### src/rtl/range_slice_pkg.sv
// +----------------------------------------------------------------------+
// | range_slice_pkg                                                      |
// | Shared types and defaults for the range_slice_streamer block.        |
// | Rev 1.0                                                              |
// +----------------------------------------------------------------------+
`default_nettype none

package range_slice_pkg;

    localparam int RSS_DEPTH_DEFAULT  = 16;
    localparam int RSS_DATA_W_DEFAULT = 32;

    typedef enum logic [0:0] {
        RSS_IDLE   = 1'b0,
        RSS_STREAM = 1'b1
    } rss_state_e;

    typedef struct packed {
        logic signed [31:0] start_idx;
        logic signed [31:0] end_idx;
    } rss_req_t;

endpackage

`default_nettype wire

### src/rtl/range_slice_mem.sv
// +----------------------------------------------------------------------+
// | range_slice_mem                                                      |
// | Circular sample storage: one synchronous write port and one          |
// | asynchronous read port.                                              |
// | Rev 1.0                                                              |
// +----------------------------------------------------------------------+
`default_nettype none

module range_slice_mem
    import range_slice_pkg::*;
#(
    parameter int DEPTH  = RSS_DEPTH_DEFAULT,
    parameter int DATA_W = RSS_DATA_W_DEFAULT,
    parameter int ADDR_W = $clog2(DEPTH)
) (
    input  logic              clk,
    input  logic              we,
    input  logic [ADDR_W-1:0] wr_ptr,
    input  logic [DATA_W-1:0] wdata,
    input  logic [ADDR_W-1:0] raddr,
    output logic [DATA_W-1:0] rdata
);

    logic [DATA_W-1:0] r_mem [DEPTH];

    // Storage needs no reset: entries beyond the occupancy are never read out.
    always_ff @(posedge clk) begin
        if (we) begin
            r_mem[wr_ptr] <= wdata;
        end
    end

    assign rdata = r_mem[raddr];

endmodule

`default_nettype wire

### src/rtl/range_slice_streamer.sv
// +----------------------------------------------------------------------+
// | range_slice_streamer                                                 |
// | Append-only sample buffer that streams an inclusive [start, end]     |
// | slice over a valid/ready port. Optional macro RSS_POS_ONLY_EN drops  |
// | non-positive samples on push.                                        |
// | Rev 1.0                                                              |
// +----------------------------------------------------------------------+
`default_nettype none

module range_slice_streamer
    import range_slice_pkg::*;
#(
    parameter int DEPTH  = RSS_DEPTH_DEFAULT,
    parameter int DATA_W = RSS_DATA_W_DEFAULT,
    parameter int CNT_W  = $clog2(DEPTH + 1)
) (
    input  logic              clk,
    input  logic              rst,
    input  logic              flush,
    input  logic              push_valid,
    input  logic [DATA_W-1:0] push_data,
    output logic              push_ready,
    input  logic              req_valid,
    input  logic [31:0]       req_start,
    input  logic [31:0]       req_end,
    output logic              req_ready,
    output logic              req_err,
    output logic              out_valid,
    output logic [DATA_W-1:0] out_data,
    output logic              out_last,
    input  logic              out_ready,
    output logic [CNT_W-1:0]  q_size
);

    localparam int               c_aw       = $clog2(DEPTH);
    localparam logic [CNT_W-1:0] c_full     = CNT_W'(DEPTH);
    localparam logic [CNT_W-1:0] c_cnt_one  = CNT_W'(1);
    localparam logic [c_aw-1:0]  c_idx_one  = c_aw'(1);

    rss_state_e        r_state;
    rss_state_e        w_state_nxt;
    logic [CNT_W-1:0]  r_count;
    logic [c_aw-1:0]   r_wr_ptr;
    logic [c_aw-1:0]   r_idx;
    logic [c_aw-1:0]   w_idx_nxt;
    logic [c_aw-1:0]   r_last_idx;
    logic [c_aw-1:0]   w_last_nxt;
    logic              r_req_err;
    logic              w_err_nxt;
    logic              w_push_fire;
    logic              w_keep;
    logic              w_store;
    logic              w_req_ok;
    logic signed [31:0] w_size_ext;
    logic [DATA_W-1:0] w_rdata;
    rss_req_t          w_req;

    assign push_ready  = (r_count != c_full);
    assign q_size      = r_count;
    assign req_err     = r_req_err;
    assign w_push_fire = push_valid && push_ready && !flush;

`ifdef RSS_POS_ONLY_EN
    assign w_keep = ($signed(push_data) > $signed({DATA_W{1'b0}}));
`else
    assign w_keep = 1'b1;
`endif

    assign w_store = w_push_fire && w_keep;

    // Validation sees the pre-push occupancy, so a same-cycle push never widens the legal range.
    assign w_req.start_idx = req_start;
    assign w_req.end_idx   = req_end;
    assign w_size_ext      = $signed({{(32 - CNT_W){1'b0}}, r_count});
    assign w_req_ok        = (w_req.start_idx >= 0) && (w_req.end_idx >= 0) &&
                             (w_req.start_idx <= w_req.end_idx) &&
                             (w_req.end_idx < w_size_ext);

    range_slice_mem #(
        .DEPTH  (DEPTH),
        .DATA_W (DATA_W),
        .ADDR_W (c_aw)
    ) u_mem (
        .clk    (clk),
        .we     (w_store),
        .wr_ptr (r_wr_ptr),
        .wdata  (push_data),
        .raddr  (r_idx),
        .rdata  (w_rdata)
    );

    always_ff @(posedge clk or posedge rst) begin
        if (rst) begin
            r_state    <= RSS_IDLE;
            r_idx      <= '0;
            r_last_idx <= '0;
            r_req_err  <= 1'b0;
            r_count    <= '0;
            r_wr_ptr   <= '0;
        end else begin
            r_state    <= w_state_nxt;
            r_idx      <= w_idx_nxt;
            r_last_idx <= w_last_nxt;
            r_req_err  <= w_err_nxt;
            if (flush) begin
                r_count  <= '0;
                r_wr_ptr <= '0;
            end else if (w_store) begin
                r_count  <= r_count + c_cnt_one;
                r_wr_ptr <= r_wr_ptr + c_idx_one;
            end
        end
    end

    always_comb begin
        w_state_nxt = r_state;
        w_idx_nxt   = r_idx;
        w_last_nxt  = r_last_idx;
        w_err_nxt   = 1'b0;
        req_ready   = 1'b0;
        out_valid   = 1'b0;
        out_last    = 1'b0;
        out_data    = '0;
        case (r_state)
            RSS_IDLE: begin
                req_ready = !flush;
                if (req_valid && !flush) begin
                    if (w_req_ok) begin
                        w_state_nxt = RSS_STREAM;
                        w_idx_nxt   = w_req.start_idx[c_aw-1:0];
                        w_last_nxt  = w_req.end_idx[c_aw-1:0];
                    end else begin
                        w_err_nxt = 1'b1;
                    end
                end
            end
            RSS_STREAM: begin
                out_valid = 1'b1;
                out_data  = w_rdata;
                out_last  = (r_idx == r_last_idx);
                if (flush) begin
                    w_state_nxt = RSS_IDLE;
                end else if (out_ready) begin
                    if (r_idx == r_last_idx) begin
                        w_state_nxt = RSS_IDLE;
                    end else begin
                        w_idx_nxt = r_idx + c_idx_one;
                    end
                end
            end
            default: begin
                w_state_nxt = RSS_IDLE;
            end
        endcase
    end

endmodule

`default_nettype wire
### config.mk
export PLATFORM = sky130hd
export DESIGN_NAME = range_slice_streamer
export DESIGN_NICKNAME = d
export VERILOG_FILES = /design/src/rtl/range_slice_pkg.sv /design/src/rtl/range_slice_mem.sv /design/src/rtl/range_slice_streamer.sv
export SDC_FILE = /design/constraint.sdc
export NUM_CORES = 1
export LEC_CHECK = 0
export ABC_AREA = 1
export BUFFER_PORTS_ARGS = -buffer_cell sky130_fd_sc_hd__buf_2
export CAP_MARGIN = 25
export CELL_PAD_IN_SITES_DETAIL_PLACEMENT = 0
export CELL_PAD_IN_SITES_GLOBAL_PLACEMENT = 1
export CORE_MARGIN = 2
export CORE_UTILIZATION = 52
export CTS_CLUSTER_DIAMETER = 150
export DETAILED_ROUTE_END_ITERATION = 10
export PLACE_DENSITY = 0.91
export SYNTH_ARGS = -nofsm -noshare
export SYNTH_HDL_FRONTEND = slang
export SYNTH_HIERARCHICAL = 1
export SYNTH_SLANG_ARGS = --single-unit
### constraint.sdc
create_clock -name clk -period 7.45 [get_ports clk]
set_clock_uncertainty 0.05 [all_clocks]
set_input_delay 2.235 -clock clk [delete_from_list [all_inputs] [get_ports clk]]
set_output_delay 2.235 -clock clk [all_outputs]
set_load 0.01 [all_outputs]
* Word level (Yosys, flattened, before mapping)
Memories as Yosys holds them, arrays and structs flattened.
Cells that the tools add are included.
** Word-level totals
- Bits in registers :: 19
- Input port bits :: 102
- Output and inout port bits :: 42
- RAM bits :: 512
- Logic and storage cells :: 57
- Memories kept :: 1
** Memories
- u_mem.r_mem :: words 16, bits a word 32, read ports 1, clocked after memory_dff 0, wr ports 1, line range_slice_mem.sv:24 : logic [DATA_W-1:0] r_mem [DEPTH];
** Operators by class
- Bitwise operators :: 1
- Equal/unequal tests :: 7
- Reductions and logical operators :: 10
- Order comparisons :: 4
- Multiplexer cells :: 25
- $add $sub $neg :: 3
** Operators with widths (count)
- $ge 32x1->1 const B :: 2
- $le 32x32->1 :: 1
- $lt 32x6->1 :: 1
- $mux 32 :: 1
- $mux 4 :: 7
- $mux 1 :: 13
- $mux 5 :: 2
- $ne 2x2->1 const B :: 5
- $add 4x1->4 const B :: 2
- $pmux 4 s2 :: 1
- $logic_and 1x1->1 :: 6
- $add 5x1->5 const B :: 1
- $ne 5x5->1 const B :: 1
- $reduce_and 5->1 :: 1
- $eq 4x4->1 :: 1
- $reduce_and 3->1 :: 1
- $pmux 1 s2 :: 1
- $reduce_bool 2->1 :: 1
- $logic_not 1->1 :: 1
- $not 1->1 :: 1

* Longest topological paths before layout
- Depth after elaboration :: 7
- Mapped depth :: 20
- Gate-level depth less buffers :: 20

* Modules after synthesis
Netlist, hierarchy kept.
** Modules (own cells, without submodules)
- range_slice_mem :: area an instance 22089.9 µm², sequential area each 15374.7 µm², times used 1, cells each 2088
- range_slice_streamer :: area an instance 2301.0 µm², sequential area each 475.5 µm², times used 1, cells each 353

* Worst setup path before layout
No wires, ideal clock.
- Kind :: input port to flip-flop
- Start point :: input push_valid
- End point :: memory u_mem/r_mem[12][0] in the netlist's numbering (enable)
- Library setup time :: 421 ps
- Stages :: 4
- Required time :: 6979 ps
- Arrival :: 4271 ps
- Setup slack :: 2707 ps
- Path buffers :: 0
- Cell sequence :: nand2_1 > nor2_1 > nand3_1 > nor2_1
** Between the ends
- Cells in the longest elaborated chain, start to end :: 4
** RTL lines
- start, declared :: line range_slice_streamer.sv:20 : input logic push_valid,
- $logic_and 1x1->1 (2 in series) :: line range_slice_streamer.sv:61 : assign w_push_fire = push_valid && push_ready && !flush;
- net w_push_fire :: line range_slice_streamer.sv:50 : logic w_push_fire;
- $mux 1 :: line range_slice_mem.sv:28 : if (we) begin
- $mux 1 (implied by the code) :: line range_slice_mem.sv:29 : r_mem[wr_ptr] <= wdata;
- end, declared :: line range_slice_mem.sv:24
The timed path passes the listed nets, and every way through them passes these cells.

* Final worst setup path
- Start point :: register r_idx[0]
- End point :: output out_data[27]
** Between the ends
- Cells in the longest elaborated chain, start to end :: 2
** RTL lines
- start, declared :: line range_slice_streamer.sv:44 : logic [c_aw-1:0] r_idx;
- start signal, assigned :: line range_slice_streamer.sv:102 : r_idx <= w_idx_nxt;
- $mem_v2 16x32
- net w_rdata[27] :: line range_slice_streamer.sv:55 : logic [DATA_W-1:0] w_rdata;
- $mux 32 :: line range_slice_streamer.sv:124 : case (r_state)
- end, declared :: line range_slice_streamer.sv:29 : output logic [DATA_W-1:0] out_data,
The timed path passes the listed nets, and every way through them passes these cells.

==> summary.md <==
| Metric | Value |
|---|---|
| Status | finished, final reports clean |
| Yosys reg bits | 531 |
| Per-cell routed wire length | 18.3 µm |
| Post-synthesis simple-gate area fraction | 0.215 |
| Compound-gate portion of the synthesized area | 0.00954 |
| Worst vdd ir | 0.146 mV |
| Clk buf depth | 3 |
| Flop-to-flop setup slack | 3.69 ns |
| Sequential cell area fraction in the yosys report | 0.650 |
| FF-to-FF path depth | 8 |
| Distinct cells, synth | 35 |
| XOR/XNOR Fraction of Synth Area | 0.00180 |
| Achievable Freq | 0.170 GHz |
| Mapped cell area | 24400 µm² |
| Nets@finish | 2699 |
| ANT cells | 0 |
| Multiplexer share of the synthesized area | 0 |
| Placed insts | 3107 |
| Final WL | 58800 µm |
| Multi-input gate area | 6150 µm² |
| Buffers & Inverters on Critical Path | 4 |
| Synth warn | 6 |
| Hold path start | r_last_idx[3] |
| Crit path DAT | 3.60 ns |
| WS Path Type | flop to output port |
| Adder-cell area share of the yosys netlist | 0.0205 |
| Max-slew violation count | 0 |
| CTS root buffer | clkbuf_16 |
| Synth Area per Inst | 9.99 µm² |
| Slew headroom | 0.100 |
| ANT nets after route | 0 |
| CP max stage delay | 0.68 ns |
| Largest net degree at the start of global routing | 225 |
| CP Launch Type | flop |
| Final GP Congestion | 0.819 |
| Vias in the first global route | 16655 |
| Initial Util | 0.525 |
| Static leakage | 12.2 nW |
| CP Max Fanout | 150 |
| Fin crit share | 0.790 |
| Die width | 221 µm |
| Worst hold slack | 0.465 ns |
| Area Overhead vs Synth | 11.7% |
| Pwr Density | 228 nW/µm² |
| Hold buffers post-CTS | 0 |
| Max cap viols | 0 |
| Core Util, Final | 0.586 |
| Post-CTS Setup Inserts | 0 |
| First-pass GRT wire length | 90700 µm |
| Largest family of logic cells by synthesized area | simple AND/OR/NAND/NOR gates |
| Overflow after GRT | 0 |
| Mean number of vias per cell | 5.36 |
| FF+latch area | 15900 µm² |
| Post-Layout Cell Count | 3207 |
| Reg2reg end | u_mem/r_mem[0][27] |
| Cell chain of the critical path | inv_6 -> buf_12 -> nand2_1 -> nand2_1 -> nand2_1 -> nand3_1 -> nand3_1 -> nand2_1 -> nand2_1 -> inv_1 -> buf_2 |
| Hold Crit Endpoint | r_last_idx[3] |
| Core area | 46500 µm² |
| Endpoints failing setup | 0 |
| Vias | 17200 |
| Crit path max-delay family | buffers and inverters |
| Mapped Cells | 2441 |
| Worst EP required | 5.16 ns |
| Max H-tree Level | 2 |
| Crit path top cell by count | nand2_1 |
| CTS sink cnt | 531 |
| CTS tree | done |
| HP Class | flop to flop |
| Die ar. | 48700 µm² |
| I/O pins | 144 |
| RR Startpoint | q_size[0] |
| DR pass1 iterations | 5 |
| Row count | 79 |
| Minimum clock period after layout | 5.88 ns |
| Share of cells above drive strength 1 | 0.107 |
| Syn nets | 2583 |
| Final Hold Fails | 0 |
| DR iter-0 viols | 1932 |
| RSZ-0062 raised after global routing | false |
| Drt drc | 0 |
| IO buf count | 143 |
| Die H | 221 µm |
| Later-pin clock latency in the skew report | 0.58 ns |
| Antenna violations before repair | 2 |
| Worst-path clk slew | 0.06 ns |
| Hpwl dp | 31600 µm |
| Tot GR Track Use | 0.245 |
| Setup_tns | 0 ns |
| Post-CTS Resized | 0 |
| Slowest cell on the critical path | dfrtp_4 |
| Hold path cells | 2 |
| Crit. End Element | output port |
| # fillers | 3785 |
| Num CTS Buffers | 53 |
| Worst-margin pin slew | 1.35 ns |
==> per-stage QoR <==
step	instance area [µm²]	power, mW	setup slack (ns)
finish	27200	6.21	1.57
global placement	25500	3.69	2.21
floorplan	24400	3.56	2.71
detailed placement	25500	3.71	2.24
global route	27200	6.39	1.40
CTS	27200	6.24	1.63
==> cells in the final DEF, fill, tap and decap left out, types with 3 or more instances in the layout <==
cell type,Yosys,final
buf_4,6,22
nor2_1,33,17
bufinv_16,0,4
inv_1,472,470
buf_16,0,3
nand4_1,5,5
nor2_4,0,16
a21oi_1,18,18
dfrtp_1,19,14
nor4_1,3,3
clkbuf_1,17,7
nand2_1,777,777
nor3_1,6,6
xnor2_1,4,4
nand3_1,402,402
buf_2,41,143
clkinv_2,0,10
o21a_1,3,3
ha_1,40,40
inv_6,0,3
edfxtp_1,512,512
dfrtp_2,0,3
clkinv_1,0,19
clkbuf_16,0,55
o21ai_0,18,18
==> worst register-to-register path, stage by stage, from the launching register on <==
cell,delay [ns]
dfrtp_1,0.46
inv_1,0.11
ha_1,0.24
nand4_1,0.13
nand2_1,0.23
nor2_1,0.51
nand2_1,0.38
nor2_4,0.95
buf_4,0.39
==> worst max-delay path by stage <==
| stage | from | to | slack (ns) | depth (start not counted) |
|---|---|---|---|---|
| finish | r_idx[0] | out_data[27] | 1.57 | 11 |
| global route | r_idx[0] | out_data[24] | 1.40 | 11 |
| CTS | r_idx[0] | out_data[25] | 1.63 | 11 |
| detailed placement | r_idx[0] | out_data[25] | 2.24 | 11 |
| global placement | r_idx[0] | out_data[25] | 2.21 | 11 |
| floorplan | push_valid | u_mem/r_mem[12][0] | 2.71 | 4 |
==> synthesized netlist by cell type, drive strengths merged <==
cell | count | area share
o211ai | 1 | 0.00031
nand3b | 2 | 0.00062
xnor2 | 4 | 0.0014
xor2 | 1 | 0.00036
inv | 475 | 0.073
o21a | 3 | 0.00092
o21ai | 18 | 0.0037
nor3b | 1 | 0.00031
nand4 | 5 | 0.0013
nor3 | 6 | 0.0012
a21o | 1 | 0.00031
nand3 | 404 | 0.084
buf | 91 | 0.027
dfrtp | 19 | 0.019
nand2 | 781 | 0.12
nor4 | 4 | 0.0016
clkbuf | 18 | 0.0032
ha | 40 | 0.021
nor2 | 35 | 0.0056
a21boi | 2 | 0.00062
edfxtp | 512 | 0.63
a21oi | 18 | 0.0037
==> state kept, by name (all words and copies together), names as in the netlist <==
signal	count
req_err	1
r_wr_ptr	4
q_size	5
r_last_idx	4
r_state	1
r_idx	4
u_mem/r_mem	512
==> metal layers <==
layer	vias to the layer above	global-route usage	routed length [µm]
li1	8089	-	-
met1	8233	0.319	23700
met2	755	0.413	28200
met3	119	0.0485	5220
met4	4	0.0776	1610
met5	-	0	23
==> kinds of logic after synthesis <==
family	count (synthesis)
flip-flops	531
AND/OR/NAND/NOR	1238
AO/OA/AOI/OAI	43
buffers and inverters	584
adder cells (fa/ha/maj)	40
XOR/XNOR	5
==> where the power goes <==
part           leakage, nW  internal (mW)  switching [mW]
Sequential            4.86           3.34          0.0209
Combinational         6.47         0.0833           0.204
Clock                0.823           1.48            1.09
Total                 12.2           4.90            1.31
==> area by class of cell <==
cell class                 instances  share of cell area
inverter                         475              0.0658
clock inverter                    36             0.00997
timing repair buffer             170              0.0368
clock buffer                      62              0.0515
sequential                       531               0.582
multi-input combinational       1326               0.226
tap                              607              0.0279
No activity file was read; power rests on OpenSTA's default activity.
